### config.mk
export PLATFORM = sky130hd
export DESIGN_NAME = ets_sweep_scheduler
export DESIGN_NICKNAME = d
export VERILOG_FILES = /design/src/rtl/ets_ctrl_pkg.sv /design/src/rtl/ets_ps_driver.sv /design/src/rtl/ets_sweep_scheduler.sv
export SDC_FILE = /design/constraint.sdc
export NUM_CORES = 1
export LEC_CHECK = 0
export BUFFER_PORTS_ARGS = -buffer_cell sky130_fd_sc_hd__clkbuf_2
export CORE_MARGIN = 3
export CORE_UTILIZATION = 30
export CTS_CLUSTER_DIAMETER = 60
export DETAILED_ROUTE_END_ITERATION = 8
export PLACE_DENSITY = 0.49
export SETUP_SLACK_MARGIN = 0.02
export SYNTH_ARGS = -nofsm -noshare
export SYNTH_HDL_FRONTEND = slang
export SYNTH_SLANG_ARGS = --single-unit
### constraint.sdc
create_clock -name sample_clk -period 3.7 [get_ports sample_clk]
set_input_delay 0.185 -clock sample_clk [delete_from_list [all_inputs] [get_ports sample_clk]]
set_output_delay 0.185 -clock sample_clk [all_outputs]
set_load 0.1 [all_outputs]
### src/rtl/ets_ctrl_pkg.sv
// Shared definitions for the ETS sweep scheduler: FSM encoding, default
// MMCM phase-shift geometry and phase-shift direction codes.
package ets_ctrl_pkg;

    localparam int PS_PERIOD_DEFAULT     = 1120;
    localparam int PS_TIMEOUT_DEFAULT    = 1023;
    localparam int SETTLE_CYCLES_DEFAULT = 16;

    localparam logic PS_INC = 1'b1;
    localparam logic PS_DEC = 1'b0;

    typedef enum logic [3:0] {
        IDLE,
        LAUNCH,
        RUN,
        PS_REQ,
        PS_WAIT,
        ACK,
        UNWIND_REQ,
        UNWIND_WAIT,
        SETTLE,
        FINISH,
        ERROR
    } state_t;

endpackage

### src/rtl/ets_ps_driver.sv
// Single-step MMCM phase-shift handshake: presents psen/psincdec, waits for
// psdone and raises a timeout pulse if the MMCM never answers.
module ets_ps_driver #(
    parameter int PS_TIMEOUT = 1023
) (
    input  logic sample_clk,
    input  logic rst_n,
    input  logic req,
    input  logic dir,
    input  logic psdone,
    output logic psen,
    output logic psincdec,
    output logic done,
    output logic timeout
);

    localparam logic [15:0] TIMEOUT_LAST = 16'(PS_TIMEOUT - 1);

    logic        waiting_reg;
    logic [15:0] wdog_reg;

    // The request is already a registered one-cycle pulse from the scheduler.
    assign psen     = req;
    assign psincdec = dir;
    assign done     = waiting_reg & psdone;
    assign timeout  = waiting_reg & ~psdone & (wdog_reg >= TIMEOUT_LAST);

    always_ff @(posedge sample_clk or negedge rst_n) begin
        if (!rst_n) begin
            waiting_reg <= 1'b0;
            wdog_reg    <= 16'd0;
        end else if (req) begin
            waiting_reg <= 1'b1;
            wdog_reg    <= 16'd1;
        end else if (done || timeout) begin
            waiting_reg <= 1'b0;
            wdog_reg    <= 16'd0;
        end else if (waiting_reg) begin
            wdog_reg    <= wdog_reg + 16'd1;
        end
    end

endmodule

### src/rtl/ets_sweep_scheduler.sv
// Runs repeated ETS sweeps: launches the core, answers its shift requests with
// MMCM phase steps, and unwinds the accumulated phase after every sweep.
module ets_sweep_scheduler
    import ets_ctrl_pkg::*;
#(
    parameter int PS_PERIOD     = PS_PERIOD_DEFAULT,
    parameter int PS_TIMEOUT    = PS_TIMEOUT_DEFAULT,
    parameter int SETTLE_CYCLES = SETTLE_CYCLES_DEFAULT
) (
    input  logic        sample_clk,
    input  logic        rst_n,
    input  logic        cfg_start,
    input  logic        cfg_stop,
    input  logic [15:0] cfg_num_sweeps,
    input  logic [31:0] cfg_avg,
    input  logic [3:0]  cfg_step_mult,
    output logic        ets_start,
    output logic [31:0] ets_vernier_q,
    input  logic        ets_shift,
    output logic        ets_shift_done,
    input  logic        ets_valid,
    input  logic        ets_ready,
    input  logic        ets_tlast,
    output logic        psen,
    output logic        psincdec,
    input  logic        psdone,
    output logic        busy,
    output logic        run_done,
    output logic        err_timeout,
    output logic [15:0] sweep_count,
    output logic [15:0] phase_acc
);

    localparam logic [15:0] PERIOD_M1   = 16'(PS_PERIOD - 1);
    localparam logic [15:0] PERIOD_HALF = 16'(PS_PERIOD / 2);
    localparam logic [15:0] SETTLE_LAST = 16'(SETTLE_CYCLES - 1);

    state_t      state_reg;
    logic [15:0] num_sweeps_reg;
    logic [3:0]  step_mult_reg;
    logic [3:0]  step_left_reg;
    logic [15:0] settle_cnt_reg;
    logic        stop_reg;
    logic        ets_start_reg;
    logic        shift_done_reg;
    logic        psen_reg;
    logic        psincdec_reg;
    logic        run_done_reg;
    logic        err_reg;
    logic [15:0] sweep_count_reg;
    logic [15:0] phase_acc_reg;
    logic [31:0] vernier_reg;
    logic        ps_done;
    logic        ps_timeout;
    logic        tlast_beat;

    assign tlast_beat = ets_valid & ets_ready & ets_tlast;

    function automatic logic [15:0] phase_step(input logic [15:0] p, input logic inc);
        if (inc)
            return (p == PERIOD_M1) ? 16'd0 : p + 16'd1;
        else
            return (p == 16'd0) ? PERIOD_M1 : p - 16'd1;
    endfunction

    ets_ps_driver #(
        .PS_TIMEOUT (PS_TIMEOUT)
    ) u_ps_driver (
        .sample_clk (sample_clk),
        .rst_n      (rst_n),
        .req        (psen_reg),
        .dir        (psincdec_reg),
        .psdone     (psdone),
        .psen       (psen),
        .psincdec   (psincdec),
        .done       (ps_done),
        .timeout    (ps_timeout)
    );

    always_ff @(posedge sample_clk or negedge rst_n) begin
        if (!rst_n) begin
            state_reg       <= IDLE;
            num_sweeps_reg  <= 16'd0;
            step_mult_reg   <= 4'd0;
            step_left_reg   <= 4'd0;
            settle_cnt_reg  <= 16'd0;
            stop_reg        <= 1'b0;
            ets_start_reg   <= 1'b0;
            shift_done_reg  <= 1'b0;
            psen_reg        <= 1'b0;
            psincdec_reg    <= 1'b0;
            run_done_reg    <= 1'b0;
            err_reg         <= 1'b0;
            sweep_count_reg <= 16'd0;
            phase_acc_reg   <= 16'd0;
            vernier_reg     <= 32'd0;
        end else begin
            ets_start_reg  <= 1'b0;
            shift_done_reg <= 1'b0;
            psen_reg       <= 1'b0;
            run_done_reg   <= 1'b0;
            if (cfg_stop && state_reg != IDLE && state_reg != ERROR)
                stop_reg <= 1'b1;
            case (state_reg)
                IDLE: if (cfg_start) begin
                    num_sweeps_reg  <= cfg_num_sweeps;
                    vernier_reg     <= cfg_avg;
                    step_mult_reg   <= cfg_step_mult;
                    sweep_count_reg <= 16'd0;
                    stop_reg        <= 1'b0;
                    if (cfg_num_sweeps == 16'd0) begin
                        run_done_reg <= 1'b1;
                        state_reg    <= FINISH;
                    end else begin
                        ets_start_reg <= 1'b1;
                        state_reg     <= LAUNCH;
                    end
                end
                LAUNCH: state_reg <= RUN;
                RUN: if (tlast_beat) begin
                    sweep_count_reg <= sweep_count_reg + 16'd1;
                    state_reg       <= UNWIND_REQ;
                end else if (ets_shift) begin
                    if (step_mult_reg == 4'd0) begin
                        shift_done_reg <= 1'b1;
                        state_reg      <= ACK;
                    end else begin
                        step_left_reg <= step_mult_reg;
                        psen_reg      <= 1'b1;
                        psincdec_reg  <= PS_INC;
                        state_reg     <= PS_REQ;
                    end
                end
                PS_REQ: state_reg <= PS_WAIT;
                PS_WAIT: if (ps_done) begin
                    phase_acc_reg <= phase_step(phase_acc_reg, PS_INC);
                    step_left_reg <= step_left_reg - 4'd1;
                    if (step_left_reg != 4'd1) begin
                        psen_reg  <= 1'b1;
                        state_reg <= PS_REQ;
                    end else begin
                        shift_done_reg <= 1'b1;
                        state_reg      <= ACK;
                    end
                end else if (ps_timeout) begin
                    err_reg   <= 1'b1;
                    state_reg <= ERROR;
                end
                ACK: state_reg <= RUN;
                // Take the shorter way back to zero; ties go downward.
                UNWIND_REQ: if (phase_acc_reg == 16'd0) begin
                    settle_cnt_reg <= 16'd0;
                    state_reg      <= SETTLE;
                end else begin
                    psen_reg     <= 1'b1;
                    psincdec_reg <= (phase_acc_reg <= PERIOD_HALF) ? PS_DEC : PS_INC;
                    state_reg    <= UNWIND_WAIT;
                end
                UNWIND_WAIT: if (ps_done) begin
                    phase_acc_reg <= phase_step(phase_acc_reg, psincdec_reg);
                    state_reg     <= UNWIND_REQ;
                end else if (ps_timeout) begin
                    err_reg   <= 1'b1;
                    state_reg <= ERROR;
                end
                SETTLE: if (settle_cnt_reg == SETTLE_LAST) begin
                    if (sweep_count_reg == num_sweeps_reg || stop_reg || cfg_stop) begin
                        run_done_reg <= 1'b1;
                        state_reg    <= FINISH;
                    end else begin
                        ets_start_reg <= 1'b1;
                        state_reg     <= LAUNCH;
                    end
                end else begin
                    settle_cnt_reg <= settle_cnt_reg + 16'd1;
                end
                FINISH: state_reg <= IDLE;
                ERROR: if (cfg_start) begin
                    err_reg       <= 1'b0;
                    phase_acc_reg <= 16'd0;
                    state_reg     <= IDLE;
                end
                default: state_reg <= IDLE;
            endcase
        end
    end

    assign busy           = (state_reg != IDLE) && (state_reg != ERROR);
    assign ets_start      = ets_start_reg;
    assign ets_vernier_q  = vernier_reg;
    assign ets_shift_done = shift_done_reg;
    assign run_done       = run_done_reg;
    assign err_timeout    = err_reg;
    assign sweep_count    = sweep_count_reg;
    assign phase_acc      = phase_acc_reg;

endmodule

==> results.ini <==
[critical_path]
cpLargestDelayFamily=compound AO/OA/AOI/OAI gates
worst_setup_path_start_kind=flip-flop
cpMaxStageDelayCell=dfrtp_1
required_ns=4.01
path_common_cell=a21oi_1
cp_cell_sequence=or3b_2 -> a21oi_1 -> a21oi_1 -> a221o_1 -> a22o_1
criticalPathCategory=flip-flop to flip-flop
arrival_ns=3.08
critPathMaxFanout=15
worst-path-buf-inv=0
crit_path_max_incr_delay_ns=0.67
cp-end-kind=flip-flop

[final_layout]
n_fill_cell=2371
area_delta_synth_final_pct=29.1
drive_gt1_share_pct=19.1
nNetsFinal=1080
insertedDiodeCount=0
mostFrequentLayoutCells=210 x nand2_1, 132 x dfrtp_1, 130 x clkbuf_2, 53 x dlygate4sd3_1, 47 x o21ai_0
final_common_cell=nand2_1
fin_cells=1342
largest_reg_flops=32

[timing]
finalSetupTns_ns=0
rsz0062_at_grt=false
setup_violations=0
worstMarginPinSlew_ns=1.06
setup_slack_ns=0.927
period_needed_ns=2.77
drv_slew=0
finalHoldViolations=0
fmaxAchievable_mhz=361
slew_headroom_pct=29.0
min_period_over_period_pct=74.9
finClkSkew_ns=0.0121

[clock_network]
cts-buffers-inserted=17
cts_resized=0
clk_latency_ns=0.43
cts.clk_slew.worst_paths_ns=0.06
htreeDepth=4
cts_sinks=132
cts_setup_buffers=0
ctsRootBufferMaster=clkbuf_16
cts.path.max_buffers=2
cts_tree=yes

[synthesis]
ys_seq_elements=132
synthesis.area_mm2=0.00725
synthCells=840
ys_async_sr_fraction_pct=100
yosysWarnings=0
avgSynthCellArea_um2=8.63
ys_types=73
syn-num-nets=910
synth_edf_count=0
synth_ff_type=dfrtp_1
yosysSeqAreaShare_pct=45.6

[power_and_ir_drop]
ir_worst_vdd_mv=0.735
power.leakage_nw=4.26
power_density_mw_per_mm2=799
total_power_mw=7.48

[drt]
num_vias=6692
wirelength_mm=21.3
wl_per_cell_um=15.8
via_per_inst=4.99
antenna_left=0
drtIter0Drc=424
drcViolationCount=0
first_pass_iters=5

[placed_design]
gp_congestion=0.805
pre_cts_ws_ns=0.955
dp.cells=1257
portBuffers=131
hpwlAfterDp_mm=14.6

[flow_run]
max_cap_violations=0

[min_path]
min_path_type=primary input to flip-flop

[global_routing]
grt_max_degree=85
grt_pass1_wl_mm=35.8
grt_pass1_vias=6587
grt.overflow.total=0
grt_antenna_before_repair=1
track_usage_pct=16.9

[die]
fp.dieW_um=161
io_pins=132
start_util_pct=30.7
die_y_um=161
core-area_mm2=0.0236
rows=56
die_area_mm2=0.0261

[outcome]
status=finished clean

logic make-up (layout without fill, tap and decap cells):
group	count (synthesis)	in the layout	synth area share, %
flops	132	132	45.6
fa+ha+maj	9	9	1.55
mux	5	5	0.725
buf+inv	65	248	3.55
compound gates	171	171	15.8
xor+xnor	34	34	4.11
simple gates	424	424	28.7
cell type report:
cell class,count,area [um^2],area share [%]
clock inverters,14,169,1.80
multi-input cells,643,3690,39.4
repair buffers,196,1290,13.8
inverters,20,75.1,0.802
well taps,319,399,4.26
flip-flops and latches,132,3300,35.3
clock buffers,18,429,4.58
what timing repair did:
| action | CTS | global route |
|---|---|---|
| setup endpoints to repair | 0 | 0 |
| hold buffers | 53 | 0 |
| hold endpoints to repair | 134 | 0 |
worst reg2reg max path: cells and delay by family (launching register included):
| family | cells | cell delay [ns] |
|---|---|---|
| flops | 1 | 0.67 |
| simple gates | 1 | 0.49 |
| compound gates | 4 | 1.50 |
synthesized netlist by cell type, types with 11 or more instances:
cell / count / area, um^2
dfrtp_1: 132 / 3300
and2_1: 17 / 106
a22o_1: 11 / 96.3
xnor2_1: 27 / 236
inv_1: 20 / 75.1
nor3_1: 20 / 100
nor2_1: 39 / 146
or3_1: 18 / 113
nor4_1: 21 / 131
nand4_1: 17 / 106
buf_2: 11 / 55.1
nand3_1: 31 / 155
nand2_1: 211 / 792
o21ai_0: 47 / 235
clkbuf_1: 29 / 109
a21oi_1: 35 / 175
report_power, final:
part | leakage, nW | internal, mW | total [mW] | switching [mW]
registers | 1.72 | 1.82 | 2.23 | 0.415
logic | 2.25 | 0.823 | 3.50 | 2.68
clock network | 0.289 | 1.02 | 1.75 | 0.732
total | 4.26 | 3.66 | 7.48 | 3.82
layer usage:
layer	vias to the layer above	GRT usage (%)	routed length, um
met5	-	0	13
met4	2	3.32	111
met1	3172	24.4	10600
met3	9	4.72	1190
li1	3337	-	-
met2	172	25.3	9300
path summary, 6_finish.rpt:
check | from | end | slack (ns) | depth (start not counted)
max | state_reg[3] | phase_acc[8] | 0.93 | 5
min | cfg_stop | stop_reg | 0.06 | 3
min in group asynchronous | rst_n | u_ps_driver.wdog_reg[5] | 0.40 | 2
max in group asynchronous | rst_n | ets_vernier_q[27] | 2.43 | 3
min reg2reg | ets_vernier_q[14] | ets_vernier_q[14] | 0.48 | 2
max reg2reg | state_reg[3] | phase_acc[8] | 0.93 | 5
through the flow:
step | instance area (um^2) | hold slack [ns] | utilization (%)
2_1_floorplan | 7250 | -0.111 | -
6_report | 9360 | 0.0588 | 39.7
3_5_place_dp | 8240 | 0.327 | 34.9
3_3_place_gp | 8240 | 0.327 | 34.9
5_1_grt | 9360 | 0.0594 | 39.7
4_1_cts | 9360 | 0.0430 | 39.7
Note: power is estimated with default switching activity, not from simulation.
